==> src/rtl/uart_rx_core.sv <==
// uart_rx_core: oversampling UART receive engine.
// Synchronizes serial_in, detects a start edge, then samples each bit at
// its centre using a latched bit period. Frames of 5..8 data bits, LSB
// first, land in rx_data with data_ready / overrun_error / framing_error.
//
// state | meaning
// IDLE  | waiting for a 1->0 edge on the synced line
// START | counting half a bit, then confirming the start bit is still low
// DATA  | sampling one data bit every bit period
// STOP  | sampling the stop bit one period after the last data bit
// LOAD  | single cycle that commits the frame to the outputs
module uart_rx_core #(
  parameter int unsigned MIN_PERIOD = 10
) (
  input  logic        clk,
  input  logic        n_rst,
  input  logic        serial_in,
  input  logic [13:0] bit_period,
  input  logic [3:0]  data_size,
  input  logic        data_read,
  output logic [7:0]  rx_data,
  output logic        data_ready,
  output logic        overrun_error,
  output logic        framing_error,
  output logic        rx_busy
);

  typedef enum logic [2:0] {
    IDLE  = 3'd0,
    START = 3'd1,
    DATA  = 3'd2,
    STOP  = 3'd3,
    LOAD  = 3'd4
  } state_t;

  localparam logic [13:0] MIN_P = 14'(MIN_PERIOD);

  state_t      state;
  state_t      state_nxt;

  logic        sync_a;
  logic        sync_b;
  logic        line_prev;

  logic [13:0] period_q;
  logic [3:0]  size_q;
  logic [13:0] cnt;
  logic [3:0]  bit_cnt;
  logic [7:0]  shift;
  logic        stop_bit;

  logic [13:0] period_eff;
  logic [3:0]  size_eff;
  logic        start_det;
  logic        tick;
  logic        last_bit;
  logic        good_load;
  logic        bad_load;

  // Register-block values are only trusted at the start edge; out-of-range
  // values are folded to safe defaults here.
  always_comb begin
    period_eff = (bit_period < MIN_P) ? MIN_P : bit_period;
    size_eff   = ((data_size >= 4'd5) && (data_size <= 4'd8)) ? data_size : 4'd8;
  end

  // Decode of the timing/sample events that drive the state machine.
  always_comb begin
    start_det = line_prev & ~sync_b & (state == IDLE);
    tick      = (cnt == 14'd0);
    last_bit  = (bit_cnt == (size_q - 4'd1));
    good_load = (state == LOAD) & stop_bit;
    bad_load  = (state == LOAD) & ~stop_bit;
  end

  // Two-flop synchronizer plus the edge-detect flop; all idle high.
  always_ff @(posedge clk or posedge n_rst) begin
    if (n_rst) begin
      sync_a    <= 1'b1;
      sync_b    <= 1'b1;
      line_prev <= 1'b1;
    end else begin
      sync_a    <= serial_in;
      sync_b    <= sync_a;
      line_prev <= sync_b;
    end
  end

  // State register.
  always_ff @(posedge clk or posedge n_rst) begin
    if (n_rst) begin
      state <= IDLE;
    end else begin
      state <= state_nxt;
    end
  end

  // Next-state logic.
  always_comb begin
    state_nxt = state;
    case (state)
      IDLE: begin
        if (start_det) begin
          state_nxt = START;
        end
      end
      START: begin
        if (tick) begin
          state_nxt = sync_b ? IDLE : DATA;
        end
      end
      DATA: begin
        if (tick && last_bit) begin
          state_nxt = STOP;
        end
      end
      STOP: begin
        if (tick) begin
          state_nxt = LOAD;
        end
      end
      LOAD: begin
        state_nxt = IDLE;
      end
      default: begin
        state_nxt = IDLE;
      end
    endcase
  end

  // Frame configuration is captured once per frame at the start edge.
  always_ff @(posedge clk or posedge n_rst) begin
    if (n_rst) begin
      period_q <= 14'd0;
      size_q   <= 4'd0;
    end else if (start_det) begin
      period_q <= period_eff;
      size_q   <= size_eff;
    end
  end

  // Bit-time down-counter: half a period to the start-bit centre, then a
  // full period between every subsequent sample.
  always_ff @(posedge clk or posedge n_rst) begin
    if (n_rst) begin
      cnt <= 14'd0;
    end else begin
      case (state)
        IDLE: begin
          if (start_det) begin
            cnt <= (period_eff >> 1) - 14'd1;
          end
        end
        START, DATA, STOP: begin
          if (tick) begin
            cnt <= period_q - 14'd1;
          end else begin
            cnt <= cnt - 14'd1;
          end
        end
        default: begin
          cnt <= cnt;
        end
      endcase
    end
  end

  // Data bit counter and LSB-first shift register.
  always_ff @(posedge clk or posedge n_rst) begin
    if (n_rst) begin
      bit_cnt <= 4'd0;
      shift   <= 8'h00;
    end else if (tick) begin
      if (state == START) begin
        bit_cnt <= 4'd0;
      end else if (state == DATA) begin
        bit_cnt <= bit_cnt + 4'd1;
        shift   <= {sync_b, shift[7:1]};
      end
    end
  end

  // Stop-bit sample, held for the LOAD decision.
  always_ff @(posedge clk or posedge n_rst) begin
    if (n_rst) begin
      stop_bit <= 1'b0;
    end else if ((state == STOP) && tick) begin
      stop_bit <= sync_b;
    end
  end

  // Received data: a short frame sits right-justified with zeros above it.
  always_ff @(posedge clk or posedge n_rst) begin
    if (n_rst) begin
      rx_data <= 8'h00;
    end else if (good_load) begin
      rx_data <= shift >> (4'd8 - size_q);
    end
  end

  // Status flags. A good frame landing in the same cycle as data_read wins:
  // data_ready stays set and the read clears any overrun.
  always_ff @(posedge clk or posedge n_rst) begin
    if (n_rst) begin
      data_ready    <= 1'b0;
      overrun_error <= 1'b0;
    end else if (good_load) begin
      data_ready    <= 1'b1;
      overrun_error <= data_read ? 1'b0 : (overrun_error | data_ready);
    end else if (data_read) begin
      data_ready    <= 1'b0;
      overrun_error <= 1'b0;
    end
  end

  // Framing error reflects only the most recent frame.
  always_ff @(posedge clk or posedge n_rst) begin
    if (n_rst) begin
      framing_error <= 1'b0;
    end else if (start_det) begin
      framing_error <= 1'b0;
    end else if (bad_load) begin
      framing_error <= 1'b1;
    end
  end

  // Busy indication straight from the state.
  always_comb begin
    rx_busy = (state != IDLE);
  end

endmodule

==> config.mk <==
export PLATFORM = sky130hd
export DESIGN_NAME = uart_rx_core
export DESIGN_NICKNAME = d
export VERILOG_FILES = /design/src/rtl/uart_rx_core.sv
export SDC_FILE = /design/constraint.sdc
export NUM_CORES = 1
export LEC_CHECK = 0
export ABC_AREA = 1
export BUFFER_PORTS_ARGS = -buffer_cell sky130_fd_sc_hd__buf_2
export CORE_MARGIN = 2
export CORE_UTILIZATION = 38
export DETAILED_ROUTE_END_ITERATION = 7
export GPL_TIMING_DRIVEN = 0
export PLACE_DENSITY = 0.62
export SLEW_MARGIN = 5
export SYNTH_ARGS = -nofsm -noshare
export SYNTH_HDL_FRONTEND = slang
export SYNTH_SLANG_ARGS = --single-unit
==> constraint.sdc <==
create_clock -name clk -period 3.9 [get_ports clk]
set_input_delay 0.585 -clock clk [delete_from_list [all_inputs] [get_ports clk]]
set_output_delay 0.585 -clock clk [all_outputs]
set_load 0.005 [all_outputs]
==> summary.md, run 1 <==
| Metric | Value |
|---|---|
| Hold EP | sync_a |
| Final Core Density | between 40% and 50% |
| Hold depth | 1 |
| Synth unique cells | 44 |
| Total number of vias | 3,167 |
| Hold_sp | serial_in |
| Core area | between 9000 and 10,000 sq um |
| Post-CTS Hold Fix Bufs | 0 |
| Worst-path maximum fanout | 10 |
| Post-DP HPWL | a little over 6000 um |
| Largest net degree at the start of global routing | 63 |
| Clk sinks | 62 |
| Clock skew | 0.01693 ns |
| Max frequency | 453.0 MHz |
| Static leakage | 2.011 nW |
| Post-route insts no fill | around 630 |
| Place WS | between 1.5 and 2 ns |
| All-Layer GR Usage | 17.74% |
| Max-cap violation count | 0 |
| Status | finished, final reports clean |
| First drt pass iteration count | 5 |
| Synthesized flop and latch total | 62 |
| Clk root buf | clkbuf_8 |
| Arr. time, crit path | 2.50 ns |
| Worst r2r path cells | 15 |
| Vias in the first global route | 2,902 |
| Initial Util | 38.88% |
| Final-stage net count | 541 |
| Final period util | 56.60% |
| Worst Setup End Kind | flip-flop |
| # diodes | 0 |
| Most frequent cells in the layout | nand2_1, inv_1, dfrtp_1 |
| CTS tree | built |
| Synthesis Warnings | 0 |
| Worst slew margin | 48.53% |
| CTS clock-pin slew for the worst setup and hold paths | 0.08 ns |
| Final ANT Viol Nets | 0 |
| WL per Instance | 13.12 um |
| Syn_area_per_cell | 7.555 sq um |
| RR Endpoint | cnt[10] |
| CP startpoint | cnt[1] |
| Gpl congestion | approximately 0.9 |
| Critical path type | flip-flop to flip-flop |
| Peak VDD IR | roughly 0.29 mV |
| Final wirelength | 8276 um |
| Fillers | 896 |
| PwrDens | around 760 nW/um^2 |
| H-tree Lvls | 3 |
| CTS max path bufs | 2 |
| Die width | 100.8 um |
| CP required | 4.19 ns |
| Post-Syn Nets | 497 |
| Area Growth Syn to Fin | 13.75% |
| # DRC | 0 |
| IO Count | 34 |
| CP Launch Type | flip-flop |
| Min Hold Slack | 0.3321 ns |
| Post-layout minimum cycle time | 2.207 ns |
| Iter 0 DRT Violations | 161 |
| Hold Violations, Final | 0 |
| Setup_tns | 0 ns |
| Clock latency on the worst-skew pair | 0.35 ns |
| Postcts setup bufs | 0 |
| Die ar. | slightly above 10,000 sq um |
| PortBufs | 33 |
| Die height | roughly 100 um |
| Final Max Tran Viols | 0 |
| Sequential area share after synthesis | 43.71% |
| Grt ovf | 0 |
| First-pass GRT wire length | 14,220 um |
| HP Class | input port to flip-flop |
| Origin of the critical flop-to-flop path | cnt[1] |
| Slew at the pin closest to its max-slew limit | a little under 0.8 ns |
| Vias per Instance | between 5 and 6 |
| Post-Syn Area | between 3000 and 4000 sq um |
| Cells after Synth | 471 |
| Cell Rows | 35 |
| Final setup violating endpoints | 0 |
| Cts bufs inserted | 9 |
| PostCTS Resize Cnt | 0 |
| Worst reg-to-reg setup slack | ~1.7 ns |
| Cells after DPL | ~620 |
| RSZ-0062 raised after global routing | false |
| Worst setup margin | 1.693 ns |
| Initial antenna violation count | 0 |
| Most common cell after layout, fill and taps aside | nand2_1 |
| Layout cell share with drive strength beyond 1 | a little under a fifth |
==> cells in the mapped netlist <==
library cell	count	area, sq um
nand2_1	131	491.7
inv_1	60	225.2
dfrtp_1	59	1476
o21ai_0	48	240.2
nor2_1	37	138.9
nand3_1	34	170.2
nand2_2	11	68.82
a21oi_1	10	50.05
clkbuf_1	5	18.77
inv_2	5	18.77
nand4_1	5	31.28
o21ai_1	5	25.02
a32o_1	4	40.04
buf_2	4	20.02
ha_1	4	50.05
nand3_2	4	40.04
xor2_1	4	35.03
dfstp_2	3	78.83
nor2_2	3	18.77
a31oi_1	2	12.51
buf_6	2	22.52
nand2_4	2	22.52
nand3b_1	2	15.01
nor3_1	2	10.01
o2111ai_1	2	17.52
o211ai_1	2	15.01
o21a_1	2	15.01
or2_2	2	12.51
xnor2_1	2	17.52
a21boi_2	1	11.26
buf_4	1	7.510
inv_4	1	6.260
nor2_4	1	11.26
nor2_8	1	20.02
nor3_4	1	16.27
nor4b_1	1	8.760
o21ai_2	1	8.760
o21ai_4	1	16.27
o311ai_0	1	8.760
o31ai_1	1	7.510
o41ai_1	1	8.760
or2_0	1	6.260
or2_1	1	6.260
xor2_2	1	16.27
==> how the worst max path moves through the flow <==
| stage | end | cells past startpoint |
|---|---|---|
| 5_1_grt | cnt[12] | 15 |
| 6_report | cnt[10] | 15 |
| 2_1_floorplan | bit_cnt[0] | 1 |
| 3_3_place_gp | period_q[11] | 2 |
| 3_5_place_dp | cnt[10] | 15 |
| 4_1_cts | cnt[8] | 15 |
==> critical path, stage by stage, from the launching register on <==
cell     delay, ns
dfrtp_1       0.40
nor2_1        0.20
nand2_1       0.09
nor2_2        0.17
buf_6         0.17
nand3_2       0.08
nand3_2       0.10
nand2_4       0.08
inv_1         0.06
ha_1          0.19
nand2_1       0.09
nor2_1        0.21
nand3_1       0.11
nand2_1       0.06
nand3_1       0.08
nand2_1       0.06
==> kinds of logic after synthesis <==
family          after synthesis  synth area share [%]
simple gates                239                 30.59
compound gates               81                 13.40
buf+inv                      78                 8.967
flops                        62                 43.71
xor+xnor                      7                 1.934
fa+ha+maj                     4                 1.407
==> registers in the layout, summed over array words and instances, names as in the netlist, 3 cells and up <==
register / cells
size_q: 4
cnt: 14
shift: 8
state: 3
period_q: 14
bit_cnt: 4
rx_data: 8
==> per-stage QoR <==
step,cell area [sq um],power [mW]
3_3_place_gp,3862,2.489
5_1_grt,4048,3.370
4_1_cts,4048,3.080
2_1_floorplan,3558,2.175
6_report,4048,3.074
3_5_place_dp,3865,2.529
==> power breakdown <==
| part | switching [mW] | internal, mW | total (mW) | leakage, nW |
|---|---|---|---|---|
| sequential | 0.143 | 0.834 | 0.977 | 0.791 |
| clock | 0.284 | 0.251 | 0.535 | 0.0966 |
| combinational | 1.03 | 0.529 | 1.56 | 1.12 |
| total | 1.46 | 1.61 | 3.07 | 2.01 |
==> layout make-up <==
cell class	count	area [sq um]	share of cell area (%)
multi-input combinational	331	1684	41.61
sequential	62	1555	38.42
inverter	66	252.7	6.244
timing repair buffer	33	165.2	4.080
tap	111	138.9	3.431
clock buffer	10	137.6	3.400
buffer	12	68.82	1.700
clock inverter	6	45.04	1.113
==> routing by layer <==
layer | global-route usage, % | part of all wire, %
met3 | 3.398 | 4.3
met1 | 26.03 | 53
met2 | 25.59 | 41
met5 | 0 | 0
met4 | 7.165 | 1.9
Power figures use the tool's default switching activity.
==> run 2: changes to the inputs <==
==> constraint.sdc (replaced) <==
create_clock -name clk -period 2.1 [get_ports clk]
set_input_delay 0.315 -clock clk [delete_from_list [all_inputs] [get_ports clk]]
set_output_delay 0.315 -clock clk [all_outputs]
set_load 0.005 [all_outputs]
==> run 2 against run 1 <==
Compared with the run above:
- die area unchanged
- final cell count increased by 2.2%
- setup slack got worse by 1.6 ns
- first-iteration DRC count increased by 47%
- clock power increased by 89%
- global-route usage about the same
==> summary.md, run 2 (synthesized netlist as in run 1, its figures left out) <==
| Metric | Value |
|---|---|
| Grt ovf | 0 (unchanged) |
| Initial antenna violation count | 0 (unchanged) |
| Total number of vias | 3,203 (+1.1%) |
| Final setup violating endpoints | 0 (unchanged) |
| Worst Setup End Kind | flip-flop |
| Vias per Instance | 4.966 (-1.1%) |
| Fillers | 890 (-0.67%) |
| First-pass GRT wire length | 14,270 um (+0.34%) |
| CTS clock-pin slew for the worst setup and hold paths | 0.07 ns (about the same) |
| CP Launch Type | flip-flop |
| Layout cell share with drive strength beyond 1 | 23.60% (+5.3 points) |
| Hold_sp | serial_in |
| IO Count | 34 (unchanged) |
| WL per Instance | 13.54 um (+3.3%) |
| CP dominant cell by count | nand3_2 |
| Worst setup margin | 0.08056 ns (-1.612 ns) |
| Post-layout minimum cycle time | 2.019 ns (-0.1879 ns) |
| Worst-path maximum fanout | 6 (-4) |
| Place WS | -0.07210 ns (-1.587 ns) |
| Initial Util | 38.88% (unchanged) |
| Critical path type | flip-flop to flip-flop |
| Final period util | 96.16% (+40 points) |
| First drt pass iteration count | 4 (-1) |
| # diodes | 0 (unchanged) |
| Clock latency on the worst-skew pair | 0.36 ns (about the same) |
| Slew at the pin closest to its max-slew limit | 0.7771 ns (+0.005046 ns) |
| Die height | 100.8 um (unchanged) |
| PwrDens | 1450 nW/um^2 (+91%) |
| CTS max path bufs | 2 (unchanged) |
| Gpl congestion | 0.8845 (unchanged) |
| Clk sinks | 62 (unchanged) |
| Most frequent cells in the layout | nand2_1, dfrtp_1, inv_1 |
| Final-stage net count | 555 (+2.6%) |
| Most common cell after layout, fill and taps aside | nand2_1 |
| CP cell instances | nor2_2, nand2_2, nor2_4, buf_6, nand3_2, nand3_2, nand2_4, inv_2, ha_4, nand3_4, buf_4, xnor2_1, o21ai_1 |
| Post-CTS Hold Fix Bufs | 0 (unchanged) |
| Die ar. | 10,150 sq um (unchanged) |
| Clk root buf | clkbuf_8 |
| H-tree Lvls | 3 (unchanged) |
| Final wirelength | 8735 um (+5.5%) |
| Max frequency | 495.2 MHz (+9.3%) |
| Hold Violations, Final | 0 (unchanged) |
| Clock skew | 0.01635 ns (-0.0005814 ns) |
| Largest regs | cnt: 14 flops, period_q: 14 flops |
| Max-cap violation count | 0 (unchanged) |
| Peak VDD IR | 0.5830 mV (+98%) |
| Iter 0 DRT Violations | 237 (+47%) |
| Area Growth Syn to Fin | 19.76% |
| Arr. time, crit path | 2.26 ns (-0.24 ns) |
| Core area | 9153 sq um (unchanged) |
| Critical path's largest stage delay | 0.41 ns (about the same) |
| RSZ-0062 raised after global routing | true |
| Cell Rows | 35 (unchanged) |
| Status | finished, final reports clean |
| Final ANT Viol Nets | 0 (unchanged) |
| CP startpoint | cnt[0] |
| Cts bufs inserted | 9 (unchanged) |
| All-Layer GR Usage | 17.79% (+0.044 points) |
| Final Max Tran Viols | 0 (unchanged) |
| Vias in the first global route | 2,911 (+0.31%) |
| Die width | 100.8 um (unchanged) |
| Worst slew margin | 48.20% (-0.34 points) |
| Origin of the critical flop-to-flop path | cnt[0] |
| Cells after DPL | 615 (unchanged) |
| Post-DP HPWL | 6171 um (unchanged) |
| CTS tree | built |
| CP required | 2.34 ns (-1.85 ns) |
| HP Class | input port to flip-flop |
| Largest net degree at the start of global routing | 63 (unchanged) |
| # DRC | 0 (unchanged) |
| Static leakage | 2.110 nW (+5.0%) |
| Post-route insts no fill | 645 (+2.2%) |
| CP max-delay cell | dfrtp_1 |
| PortBufs | 33 (unchanged) |
-- run 2: cell count changes in the layout (fill, tap and decap cells not counted), sizes merged --
| cell | before | now |
|---|---|---|
| buf | 40 | 54 |
| clkinvlp | 0 | 1 |
| inv | 67 | 66 |
-- run 2: area by class of cell --
cell class	instances	area, sq um	share of cell area (%)
Clock buffer	10	137.6	3.230
Multi-Input combinational cell	331	1782	41.81
Buffer	12	75.07	1.762
Timing Repair Buffer	47	270.3	6.342
Tap cell	111	138.9	3.259
Clock inverter	6	45.04	1.057
Sequential cell	62	1556	36.52
Inverter	66	256.5	6.019
-- run 2: per-stage QoR --
stage	util [%]	instance area (sq um)	power [mW]	TNS, ns	hold WS (ns)
3_3_place_gp	42.20	3862	4.623	-37.11	0.3475
3_5_place_dp	42.23	3865	4.698	-0.2112	0.3491
5_1_grt	46.56	4262	6.714	-0.06365	0.04570
2_1_floorplan	-	3558	4.040	0	0.3195
4_1_cts	44.47	4070	5.758	0	0.04942
6_report	46.56	4262	6.178	0	0.05138
-- run 2: worst max-delay path, delay by kind of cell (launching register included) --
kind | cells | cell delay (ns)
flops | 1 | 0.41
simple gates | 7 | 0.75
xor+xnor | 1 | 0.14
compound gates | 1 | 0.07
buf+inv | 3 | 0.36
fa+ha+maj | 1 | 0.16
-- run 2: what timing repair did --
action | 4_1_cts | 5_1_grt
cloned | 0 | 0
setup endpoints to repair | 5 | 16
buffers inserted | 0 | 14
pin swaps | 1 | 13
resized for setup | 7 | 22
-- run 2: power by group --
part	switching [mW]	internal [mW]
clock	0.541	0.466
sequential	0.271	1.55
combinational	2.13	1.22
total	2.94	3.24
-- run 2: per-layer routing --
layer	global-route usage (%)	up-vias	wire length (um)	share of wire, %
li1	-	1633	-	-
met1	26.08	1478	4508	52
met2	25.69	81	3714	43
met3	3.398	11	338	3.9
met4	7.165	0	174	2.0
met5	0	-	0	0
-- run 2: final timing paths --
check	end	slack, ns	depth (start not counted)
setup / recovery	cnt[4]	0.08	13
hold / removal	sync_a	0.05	1
setup reg to reg	cnt[4]	0.08	13
min in group asynchronous	rx_data[5]	0.09	2
max in group asynchronous	size_q[0]	1.45	2
hold reg to reg	sync_b	0.36	0
==> run 3: changes to the inputs <==
--- a/config.mk
+++ b/config.mk
@@ -5,13 +5,12 @@
 export SDC_FILE = /design/constraint.sdc
 export NUM_CORES = 1
 export LEC_CHECK = 0
-export ABC_AREA = 1
 export BUFFER_PORTS_ARGS = -buffer_cell sky130_fd_sc_hd__buf_2
 export CORE_MARGIN = 2
 export CORE_UTILIZATION = 38
 export DETAILED_ROUTE_END_ITERATION = 7
 export GPL_TIMING_DRIVEN = 0
-export PLACE_DENSITY = 0.62
+export PLACE_DENSITY = 0.64
 export SLEW_MARGIN = 5
 export SYNTH_ARGS = -nofsm -noshare
 export SYNTH_HDL_FRONTEND = slang
==> constraint.sdc (replaced) <==
create_clock -name clk -period 1.6 [get_ports clk]
set_input_delay 0.24 -clock clk [delete_from_list [all_inputs] [get_ports clk]]
set_output_delay 0.24 -clock clk [all_outputs]
set_load 0.005 [all_outputs]
==> run 3 against run 2 <==
Compared with the run above:
- the flow now finishes with violations (negative setup slack)
- synthesized cell count fell by 21%
- synthesized area fell by 3.4%
- design area rose by 19%
- routed wire length rose by 15%
- global-route usage rose by 2.2 points
- fmax fell by 13%
- setup slack got worse by 0.81 ns
- critical endpoint is now cnt[13]
- largest power group unchanged
==> summary.md, run 3 <==
| Metric | Value |
|---|---|
| Status | finished with violations |
| Failing checks | negative setup slack |
| CP Launch Type | flip-flop |
| Post-DP HPWL | 6162 um (-0.14%) |
| Die height | 99.11 um (-1.7%) |
| Worst reg-to-reg setup slack | -0.73 ns (-0.81 ns) |
| Final period util | 145.5% (+49 points) |
| RR Endpoint | cnt[13] |
| Arr. time, crit path | 2.59 ns (+0.33 ns) |
| Synth cell count leaders | nand2_1, dfrtp_1, nor2_1, o21ai_0, a21oi_1 |
| Vias per Instance | 5.553 (+12%) |
| First-pass GRT wire length | 15,420 um (+8.1%) |
| PwrDens | 1270 nW/um^2 (-12%) |
| Final Max Tran Viols | 0 (unchanged) |
| Cts bufs inserted | 9 (unchanged) |
| CP max-delay cell | or4_4 |
| Final-stage net count | 486 (-12%) |
| Iter 0 DRT Violations | 155 (-35%) |
| Gpl congestion | 0.9065 (+2.5%) |
| Worst setup margin | -0.7274 ns (-0.8079 ns) |
| Layout cell share with drive strength beyond 1 | 45.38% (+22 points) |
| HP Class | input port to flip-flop |
| All-Layer GR Usage | 20.02% (+2.2 points) |
| Final setup violating endpoints | 44 (+44) |
| Slew at the pin closest to its max-slew limit | 0.5671 ns (-0.2100 ns) |
| Hold EP | overrun_error |
| Worst slew margin | 62.12% (+14 points) |
| Clk sinks | 62 (unchanged) |
| Max frequency | 429.7 MHz (-13%) |
| Total power | 6.436 mW (+4.2%) |
| Critical path buffer and inverter count | 1 (-2) |
| Initial Util | 39.22% (+0.34 points) |
| Synthesis Warnings | 0 (unchanged) |
| Most common cell after layout, fill and taps aside | nand2_1 |
| Largest regs | cnt: 14 flops, period_q: 14 flops |
| Syn_area_per_cell | 9.264 sq um (+23%) |
| First drt pass iteration count | 4 (unchanged) |
| WL per Instance | 17.53 um (+29%) |
| Largest cells by area after synthesis | dfrtp_1, nand2_1, o21ai_0 |
| Post-Syn Nets | 397 (-20%) |
| IO Count | 34 (unchanged) |
| RSZ-0062 raised after global routing | true |
| Die ar. | 9822 sq um (-3.3%) |
| Critical path type | flip-flop to flip-flop |
| Leading area contributor after synthesis | dfrtp_1 |
| Final ANT Viol Nets | 0 (unchanged) |
| Sequential area share after synthesis | 45.25% (+1.5 points) |
| Most frequent cell after synthesis | nand2_1 |
| Final wirelength | 10,040 um (+15%) |
| Grt ovf | 0 (unchanged) |
| Worst r2r path cells | 8 (-5) |
| Total number of vias | 3,182 (-0.66%) |
| Crit-path leading delay family | simple AND/OR/NAND/NOR gates |
| Critical Path Stages | 8 (-5) |
| Synthesized flop and latch total | 62 (unchanged) |
| Clk root buf | clkbuf_8 |
| Critical path's largest stage delay | 0.55 ns (+0.14 ns) |
| Hold depth | 2 (+1) |
| Initial antenna violation count | 0 (unchanged) |
| CTS clock-pin slew for the worst setup and hold paths | 0.08 ns (about the same) |
| Post-layout minimum cycle time | 2.327 ns (+0.3079 ns) |
| Largest net degree at the start of global routing | 39 (-38%) |
| Area Growth Syn to Fin | 47.43% |
| Max-cap violation count | 0 (unchanged) |
| Core area | 8763 sq um (-4.3%) |
| Post-Syn Area | 3437 sq um (-3.4%) |
| CP cell instances | nor4_4, and4_1, buf_6, a211oi_4, o22ai_2, or4_4, o31a_1, o21ai_1 |
| Cells after Synth | 371 (-21%) |
| # diodes | 0 (unchanged) |
| Vias in the first global route | 3,117 (+7.1%) |
| CP required | 1.86 ns (-0.48 ns) |
| Most frequent cells in the layout | nand2_1, dfrtp_1, buf_4 |
| Synth unique cells | 54 (+23%) |
| Fillers | 704 (-21%) |
| Share of the synthesized area in the top cell type | 42.96% (+1.5 points) |
| Top FF cell, synth | dfrtp_1 |
| Clock skew | 0.01180 ns (-0.004555 ns) |
| Clock latency on the worst-skew pair | 0.34 ns (-0.02 ns) |
| CTS max path bufs | 2 (unchanged) |
| Static leakage | 2.196 nW (+4.1%) |
| Worst-path maximum fanout | 7 (+1) |
| # DRC | 0 (unchanged) |
| Hold_sp | data_read |
| Cell Rows | 34 (-2.9%) |
| Peak VDD IR | 0.5673 mV (-2.7%) |
| H-tree Lvls | 3 (unchanged) |
| Ys async rst share | 100.0% (unchanged) |
| Setup_tns | -16.06 ns (-16.06 ns) |
| Worst Setup End Kind | flip-flop |
| Hold Violations, Final | 0 (unchanged) |
| PortBufs | 33 (unchanged) |
| Origin of the critical flop-to-flop path | cnt[6] |
| CTS tree | built |
| Post-synth EDFFs | 0 (unchanged) |
| Die width | 99.11 um (-1.7%) |
run 3: changes by cell type after synthesis, moves of 8 or more:
cell | before | now
o21ai_0 | 48 | 30
inv_1 | 60 | 11
nand2_2 | 11 | 0
clkbuf_1 | 5 | 14
nand3_1 | 34 | 8
nand2_1 | 131 | 68
nor4_1 | 0 | 9
a21oi_1 | 10 | 18
mux2_2 | 0 | 8
run 3: kinds of logic (layout without fill, tap and decap cells):
group | after synthesis | count (layout) | synth area share [%]
and+or+nand+nor | 147 | 147 | 20.17
adders and majority gates | 4 | 4 | 1.456
muxes | 23 | 23 | 8.154
buffers and inverters | 28 | 122 | 3.349
AOI/OAI and AO/OA | 90 | 90 | 17.29
xor gates and xnor gates | 17 | 17 | 4.332
DFF | 62 | 62 | 45.25
run 3: how the worst max path moves through the flow:
stage | startpoint | to
after floorplan | cnt[2] | cnt[13]
after global placement | cnt[5] | cnt[12]
after detailed placement | cnt[7] | shift[0]
after CTS | cnt[2] | cnt[10]
after global routing | state[1] | cnt[12]
final | cnt[6] | cnt[13]
run 3: area by class of cell:
| cell class | instances | area [sq um] | area share, % |
|---|---|---|---|
| multi-input cells | 281 | 2320 | 45.78 |
| flip-flops and latches | 62 | 1564 | 30.86 |
| repair buffers | 81 | 616.8 | 12.17 |
| plain buffers | 14 | 188.9 | 3.728 |
| clock buffers | 11 | 151.4 | 2.988 |
| well taps | 108 | 135.1 | 2.667 |
| inverters | 11 | 57.56 | 1.136 |
| clock inverters | 5 | 33.78 | 0.6667 |
run 3: power by group:
part | total, mW | leakage [nW] | switching, mW | internal (mW)
clock | 1.29 | 0.0913 | 0.651 | 0.643
sequential | 2.28 | 0.776 | 0.382 | 1.90
combinational | 2.86 | 1.33 | 1.39 | 1.47
total | 6.44 | 2.20 | 2.42 | 4.01
run 3: what timing repair did:
action / in CTS / in global routing
setup buffers: 25 / 18
gates resized for setup: 71 / 67
gates cloned: 1 / 1
hold buffers: 2 / 0
pin swaps: 24 / 30
endpoints found under the setup margin: 54 / 54
endpoints found under the hold margin: 22 / 0
run 3: metrics by stage:
step / std cells / setup WS (ns) / cell area (sq um) / hold slack (ns) / util, %
6_report: 573 / -0.7274 / 5067 / 0.05940 / 57.82
5_1_grt: 573 / -0.8036 / 5067 / 0.04419 / 57.82
4_1_cts: 554 / -0.6111 / 4651 / 0.04868 / 53.07
3_5_place_dp: 513 / -0.8639 / 3931 / 0.3263 / 44.86
3_3_place_gp: 512 / -0.8503 / 3911 / 0.3457 / 44.63
2_1_floorplan: 371 / -0.5124 / 3611 / 0.2445 / -
run 3: metal layers:
layer / vias to the layer above / GRT usage (%) / wire length, um
li1: 1487 / - / -
met1: 1583 / 24.59 / 4183
met2: 89 / 34.20 / 5155
met3: 23 / 4.216 / 403
met4: 0 / 8.430 / 301
met5: - / 0 / 0
